### config.mk
export PLATFORM = sky130hd
export DESIGN_NAME = predict_pipe
export DESIGN_NICKNAME = d
export VERILOG_FILES = /design/src/rtl/predict_pipe_pkg.sv /design/src/rtl/predict_lane.sv /design/src/rtl/predict_pipe.sv
export SDC_FILE = /design/constraint.sdc
export NUM_CORES = 1
export LEC_CHECK = 0
export CAP_MARGIN = 20
export CORE_ASPECT_RATIO = 1.1
export CORE_MARGIN = 1.5
export CORE_UTILIZATION = 54
export CTS_BUF_LIST = sky130_fd_sc_hd__clkbuf_4
export DETAILED_ROUTE_END_ITERATION = 7
export PLACE_DENSITY = 0.82
export SLEW_MARGIN = 15
export SYNTH_ARGS = -nofsm -noshare
export SYNTH_HDL_FRONTEND = slang
export SYNTH_HIERARCHICAL = 1
export SYNTH_SLANG_ARGS = --single-unit
### constraint.sdc
create_clock -name clk -period 2.25 [get_ports clk]
set_input_delay 0.675 -clock clk [delete_from_list [all_inputs] [get_ports clk]]
set_output_delay 0.675 -clock clk [all_outputs]
set_load 0.01 [all_outputs]
### src/rtl/predict_pipe_pkg.sv
// Shared types and default widths for the prediction pipeline.
// Activation selector encoding and the fixed-point defaults live here.
package Common;
    typedef enum logic [1:0] {
        Identity       = 2'd0,
        Heaviside_Step = 2'd1,
        ReLU           = 2'd2,
        Leaky_ReLU     = 2'd3
    } act_func;

    localparam int DEF_W    = 16;
    localparam int DEF_FRAC = 8;
endpackage

### src/rtl/predict_lane.sv
// One channel's activation function, purely combinational.
// Results stay within W bits: every branch is sum, a shifted sum, 0, 1.0 or CLIP_MAX.
module predict_lane
    import Common::*;
#(
    parameter int W          = DEF_W,
    parameter int FRAC       = DEF_FRAC,
    parameter int LEAK_SHIFT = 3,
    parameter int CLIP_EN    = 0,
    parameter int CLIP_MAX   = 6 << FRAC
) (
    input  act_func              act,
    input  logic signed [W-1:0]  sum,
    output logic signed [W-1:0]  pred
);
    localparam logic signed [W-1:0] ONE    = W'(1 << FRAC);
    localparam logic signed [W-1:0] CLIP_V = W'(CLIP_MAX);

    logic               is_pos;
    logic signed [W-1:0] pos_v;

    always_comb begin
        is_pos = !sum[W-1] && (sum != '0);
        pos_v  = sum;
        if (CLIP_EN != 0 && sum > CLIP_V)
            pos_v = CLIP_V;
        pred = '0;
        case (act)
            Identity:       pred = sum;
            Heaviside_Step: pred = is_pos ? ONE : '0;
            ReLU:           pred = is_pos ? pos_v : '0;
            Leaky_ReLU:     pred = sum[W-1] ? (sum >>> LEAK_SHIFT) : pos_v;
        endcase
    end
endmodule

### src/rtl/predict_pipe.sv
// Two-stage activation pipeline: S1 holds sum/activation, S2 holds per-channel results.
// Valid/ready handshake on both sides; a stalled S2 back-pressures through S1.
module predict_pipe
    import Common::*;
#(
    parameter int N_CH       = 4,
    parameter int W          = DEF_W,
    parameter int FRAC       = DEF_FRAC,
    parameter int LEAK_SHIFT = 3,
    parameter int CLIP_EN    = 0,
    parameter int CLIP_MAX   = 6 << FRAC
) (
    input  logic              clk,
    input  logic              rst_n,
    input  act_func           activation,
    input  logic [N_CH*W-1:0] sum,
    input  logic              in_valid,
    output logic              in_ready,
    output logic [N_CH*W-1:0] prediction,
    output logic              out_valid,
    input  logic              out_ready
);
    if (FRAC >= W - 1) begin : g_bad_frac
        $error("predict_pipe: FRAC must be less than W-1");
    end

    logic [2:1]                vld_pipe_q, vld_pipe_d;
    logic [N_CH-1:0][W-1:0]    s1_sum_q, s1_sum_d;
    act_func                   s1_act_q, s1_act_d;
    logic [N_CH-1:0][W-1:0]    s2_pred_q, s2_pred_d;
    logic [N_CH-1:0][W-1:0]    sum_v, lane_out;
    logic                      stall, s1_en;

    assign sum_v      = sum;
    assign stall      = vld_pipe_q[2] && !out_ready;
    assign s1_en      = !vld_pipe_q[1] || !stall;
    assign in_ready   = s1_en;
    assign out_valid  = vld_pipe_q[2];
    assign prediction = s2_pred_q;

    for (genvar g = 0; g < N_CH; g++) begin : g_lane
        predict_lane #(
            .W(W), .FRAC(FRAC), .LEAK_SHIFT(LEAK_SHIFT),
            .CLIP_EN(CLIP_EN), .CLIP_MAX(CLIP_MAX)
        ) u_lane (
            .act  (s1_act_q),
            .sum  (s1_sum_q[g]),
            .pred (lane_out[g])
        );
    end

    always_comb begin
        vld_pipe_d = vld_pipe_q;
        s1_sum_d   = s1_sum_q;
        s1_act_d   = s1_act_q;
        s2_pred_d  = s2_pred_q;
        if (s1_en) begin
            vld_pipe_d[1] = in_valid;
            if (in_valid) begin
                s1_sum_d = sum_v;
                s1_act_d = activation;
            end
        end
        if (!stall) begin
            vld_pipe_d[2] = vld_pipe_q[1];
            s2_pred_d     = lane_out;
        end
    end

    always_ff @(posedge clk or negedge rst_n) begin
        if (!rst_n) begin
            vld_pipe_q <= '0;
            s1_sum_q   <= '0;
            s1_act_q   <= Identity;
            s2_pred_q  <= '0;
        end else begin
            vld_pipe_q <= vld_pipe_d;
            s1_sum_q   <= s1_sum_d;
            s1_act_q   <= s1_act_d;
            s2_pred_q  <= s2_pred_d;
        end
    end
endmodule

==> results.md <==
- The flow ran to the end, and the final reports show no timing, DRC or antenna violations.
- TritonCTS built the clock tree.
- The area of the die is 0.0149 mm2.
- The clock drives 132 sinks.
- The relative area change from synthesis to final layout is 21.0%.
- Along the worst path, the maximum fanout reaches 2.
- The initial cell density of the core is 0.552.
- Counting flops with a built-in enable in the synthesized netlist gives 0.
- The worst hold path belongs to the class input port to asynchronous set/reset pin.
- At the end of routability-driven placement, the weighted congestion stood at 0.841.
- The quantity of hold-fixing buffers added after cts is 0.
- The initial antenna violation count came to 1.
- The clock transition time at the flip-flop clock pins of the worst setup and hold paths is roughly 0.10 ns.
- The maximum single-stage delay on the critical path is 0.41 ns.
- The register bit count reported by yosys is ~130.
- The final count of pins violating max slew came to 0.
- STA classifies the critical path endpoint as an output port.
- The cell area after layout is a little over 0.009 mm2.
- The number of placement rows is 45.
- The library cell occupying the most area in the post-synthesis netlist is dfrtp_1.
- For this run, the total global-route usage over all layers was measured as 0.267.
- Among cell families on the critical path, the largest total delay comes from flip-flops.
- The number of buffers on the longest clock path is 2.
- The register-to-register path setup slack is 0.34 ns.
- In the routed layout, each cell is associated on average with a via count of 6.32.
- After the first detailed-routing iteration, the DRC count stood at 580.
- The worst relative slew slack is 0.436.
- The net count reported at finish is 891.
- The final hold violation count is 0.
- When the netlist entered floorplanning its net count stood at between 700 and 800.
- The analysis attributes to cell leakage a power of 3.78 nW.
- The logic depth of the worst register-to-register path is 3.
- The worst-skew pair later-pin latency is 0.54 ns.
- The cell area after synthesis is 0.00765 mm2.
- The number of optimization iterations in the first detailed-route pass is 6.
- The total of warnings raised by yosys is 6.
- The post-route clock skew is 0.0173 ns.
- The setup TNS is 0 ns.
- The critical path goes through and3b_2 > inv_1 > dlygate4sd2_1.
- The total internal power is 5.09 mW.
- The clock tree synthesis step divided the H-tree into 4 levels.
- Data on the critical path arrives at its endpoint at 1.49 ns.
- The net switching power is 2.47 mW.
- Pin placement for this block handled 136 I/O pins.
- The placed instances occupy a cell area of 0.00901 mm2.
- The worst-case IR drop observed on VDD is between 400 and 500 uV.
- The cell at the slowest stage of the critical path is dfrtp_2.
- Measured along the y axis, the die boundary spans 128 um.
- By startpoint and endpoint, the worst setup path is classified as flop to output port.
- The design draws 7.56 mW.
- The beginning of the worst register-to-register path is s1_act_q[1].
- STA classifies the critical path startpoint as a flop.
- For this run, the register share of the synthesized area comes to 0.432.
- The flip-flop cell with the highest count after synthesis is dfrtp_1.
- The area of the placeable core is 0.0139 mm2.
- The routed length per placed instance is 18.8 um.
- The count of buffer and inverter cells on the critical path is 2.
- Entering global routing, the biggest net connects 68 pins.
- The highest achievable clock rate is between 400 and 500 MHz.
- In the final layout, the share of cells above drive strength 1 is 0.171.
- The endpoint identified for the worst register-to-register timing path is prediction[17].
- The number of global-route vias before repair is 6364.
- Across all layers, the routed design uses 6453 vias.
- The number of distinct library cells after synthesis is 26.
- Of the post-synthesis cell area, the dominant cell type holds 0.432.
- The max capacitance violation total is 0.
- The final critical-path share of the clock period is 0.964.
- The TritonCTS buffer count is 17.
- Once layout is complete, the utilization of the core stands at 0.669.
- The share of synthesized registers carrying an async set or reset is 1.00.
- Of the total power, the share spent switching nets is 0.326.
- The power share of the clock group is 0.198.
- In this run the power density over the cells is 816 mW/mm2.
- After detailed routing, the total wire length is around 19000 um.
- The count of mapped cells out of synthesis is 727.
- The actual transition at the worst max-transition pin is 0.846 ns.
- After filler insertion, the fill cell instance count of the layout stands at 1136.
- The leftover overflow at the end of global routing is 0.
- The share of total power dissipated in combinational logic is 0.349.
- The number of gates on the worst path with buffers counted is 3.
- The total setup violations reported at the end of the flow is 0.
- The worst path needs around 2.2 ns of the cycle, external delays included.
- Measured along the x axis, the die boundary spans 117 um.
- Setup repair after global routing left no endpoint under its margin.
- The number of routed nets with antenna violations is 0.
- The final HPWL from detailed placement is 12500 um.
- By area the synthesized netlist is led by dfrtp_1 (43%), a22o_1 (10%), mux2_2 (9.4%).
- For the worst setup path, the data required time is around 1.6 ns.
- The post-detailed-route DRC marker count is 0.
- The cell chosen for the clock root is clkbuf_4.
- A synthesized cell averages 10.5 um2.
- The proportion of power drawn by flip-flops and latches is 0.453.
- The first global-routing pass estimated roughly 32000 um of wire.
- The port buffer count is ~140.
[cell families after synthesis]
kind of cell / Yosys count / share of synthesized area
simple gates: 254 / 0.203
xor+xnor: 4 / 0.00458
compound gates: 190 / 0.205
buf+inv: 83 / 0.0621
flops: 132 / 0.432
mux: 64 / 0.0942
[per-stage QoR]
| stage | cells | setup WS (ns) | hold slack (ns) |
|---|---|---|---|
| 5_1_grt | 1021 | 0.00706 | 0.0981 |
| 2_1_floorplan | 727 | 0.224 | 0.379 |
| 4_1_cts | 1020 | 0.0364 | 0.0711 |
| 3_3_place_gp | 990 | -0.0401 | 0.487 |
| 3_5_place_dp | 990 | -0.0337 | 0.493 |
| 6_report | 1021 | 0.0818 | 0.0805 |
[how the worst max path moves through the flow]
stage                        startpoint        to
after floorplan               out_ready  in_ready
after global placement        out_ready  in_ready
after detailed placement      out_ready  in_ready
after CTS                 vld_pipe_q[2]  in_ready
after global routing      vld_pipe_q[2]  in_ready
final                     vld_pipe_q[2]  in_ready
[Yosys cell counts (5+ instances only)]
library cell	count
o211ai_1	47
buf_4	7
nor4_1	16
buf_2	20
inv_1	5
mux2_2	64
nor2_1	20
a21oi_1	12
buf_1	6
nand2b_1	70
o211ai_2	19
clkbuf_1	30
nand4b_1	66
a22o_1	88
buf_6	15
o21ai_0	16
nand2_1	70
dfrtp_1	132
[layer usage]
metal | share of wire | track usage
met1 | 0.42 | 0.355
met5 | 0 | 0
met4 | 0.028 | 0.110
met3 | 0.054 | 0.0478
met2 | 0.50 | 0.433
[final cells by class]
| class | instances | area, um2 | share of cell area |
|---|---|---|---|
| diodes | 1 | 2.50 | 0.000270 |
| clock buffers | 22 | 165 | 0.0178 |
| clock inverters | 8 | 86.3 | 0.00932 |
| inverters | 5 | 18.8 | 0.00203 |
| multi-input cells | 512 | 3880 | 0.419 |
| flip-flops and latches | 132 | 3310 | 0.357 |
| well taps | 188 | 235 | 0.0254 |
| repair buffers | 153 | 1570 | 0.169 |
[power groups by stage]
stage                     clock network [mW]  logic [mW]  registers [mW]
after detailed placement                   0        2.64            3.45
after floorplan                            0        1.48            3.44
after global routing                    1.63        2.85            3.49
final                                   1.50        2.64            3.42
after CTS                               1.54        2.65            3.41
after global placement                     0        2.56            3.40
[sequential cells by signal, indices dropped and copies added, names as in the netlist]
signal,count
s1_sum_q,64
prediction,64
vld_pipe_q,2
s1_act_q,2
[cell usage in the layout, fill, tap and decap left out, types with 4 or more instances in the layout]
| master | n |
|---|---|
| clkdlybuf4s50_1 | 130 |
| dfrtp_1 | 129 |
| a22o_1 | 88 |
| nand2_1 | 70 |
| nand2b_1 | 70 |
| nand4b_1 | 66 |
| mux2_2 | 64 |
| o211ai_1 | 47 |
| clkbuf_4 | 22 |
| nor2_1 | 20 |
| o211ai_2 | 19 |
| nor4_1 | 16 |
| o21ai_0 | 16 |
| a21oi_1 | 12 |
| buf_4 | 12 |
| buf_12 | 7 |
| inv_1 | 5 |
| and2_4 | 4 |
| and4_1 | 4 |
| a32oi_1 | 4 |
| o31ai_1 | 4 |
| xor2_1 | 4 |
[repair_timing]
action / 4_1_cts / 5_1_grt
setup endpoints to repair: 2 / 0
hold endpoints to repair: 0 / 0
buffers inserted: 0 / 0
gates resized for setup: 2 / 0
No activity file was read; power rests on OpenSTA's default activity.
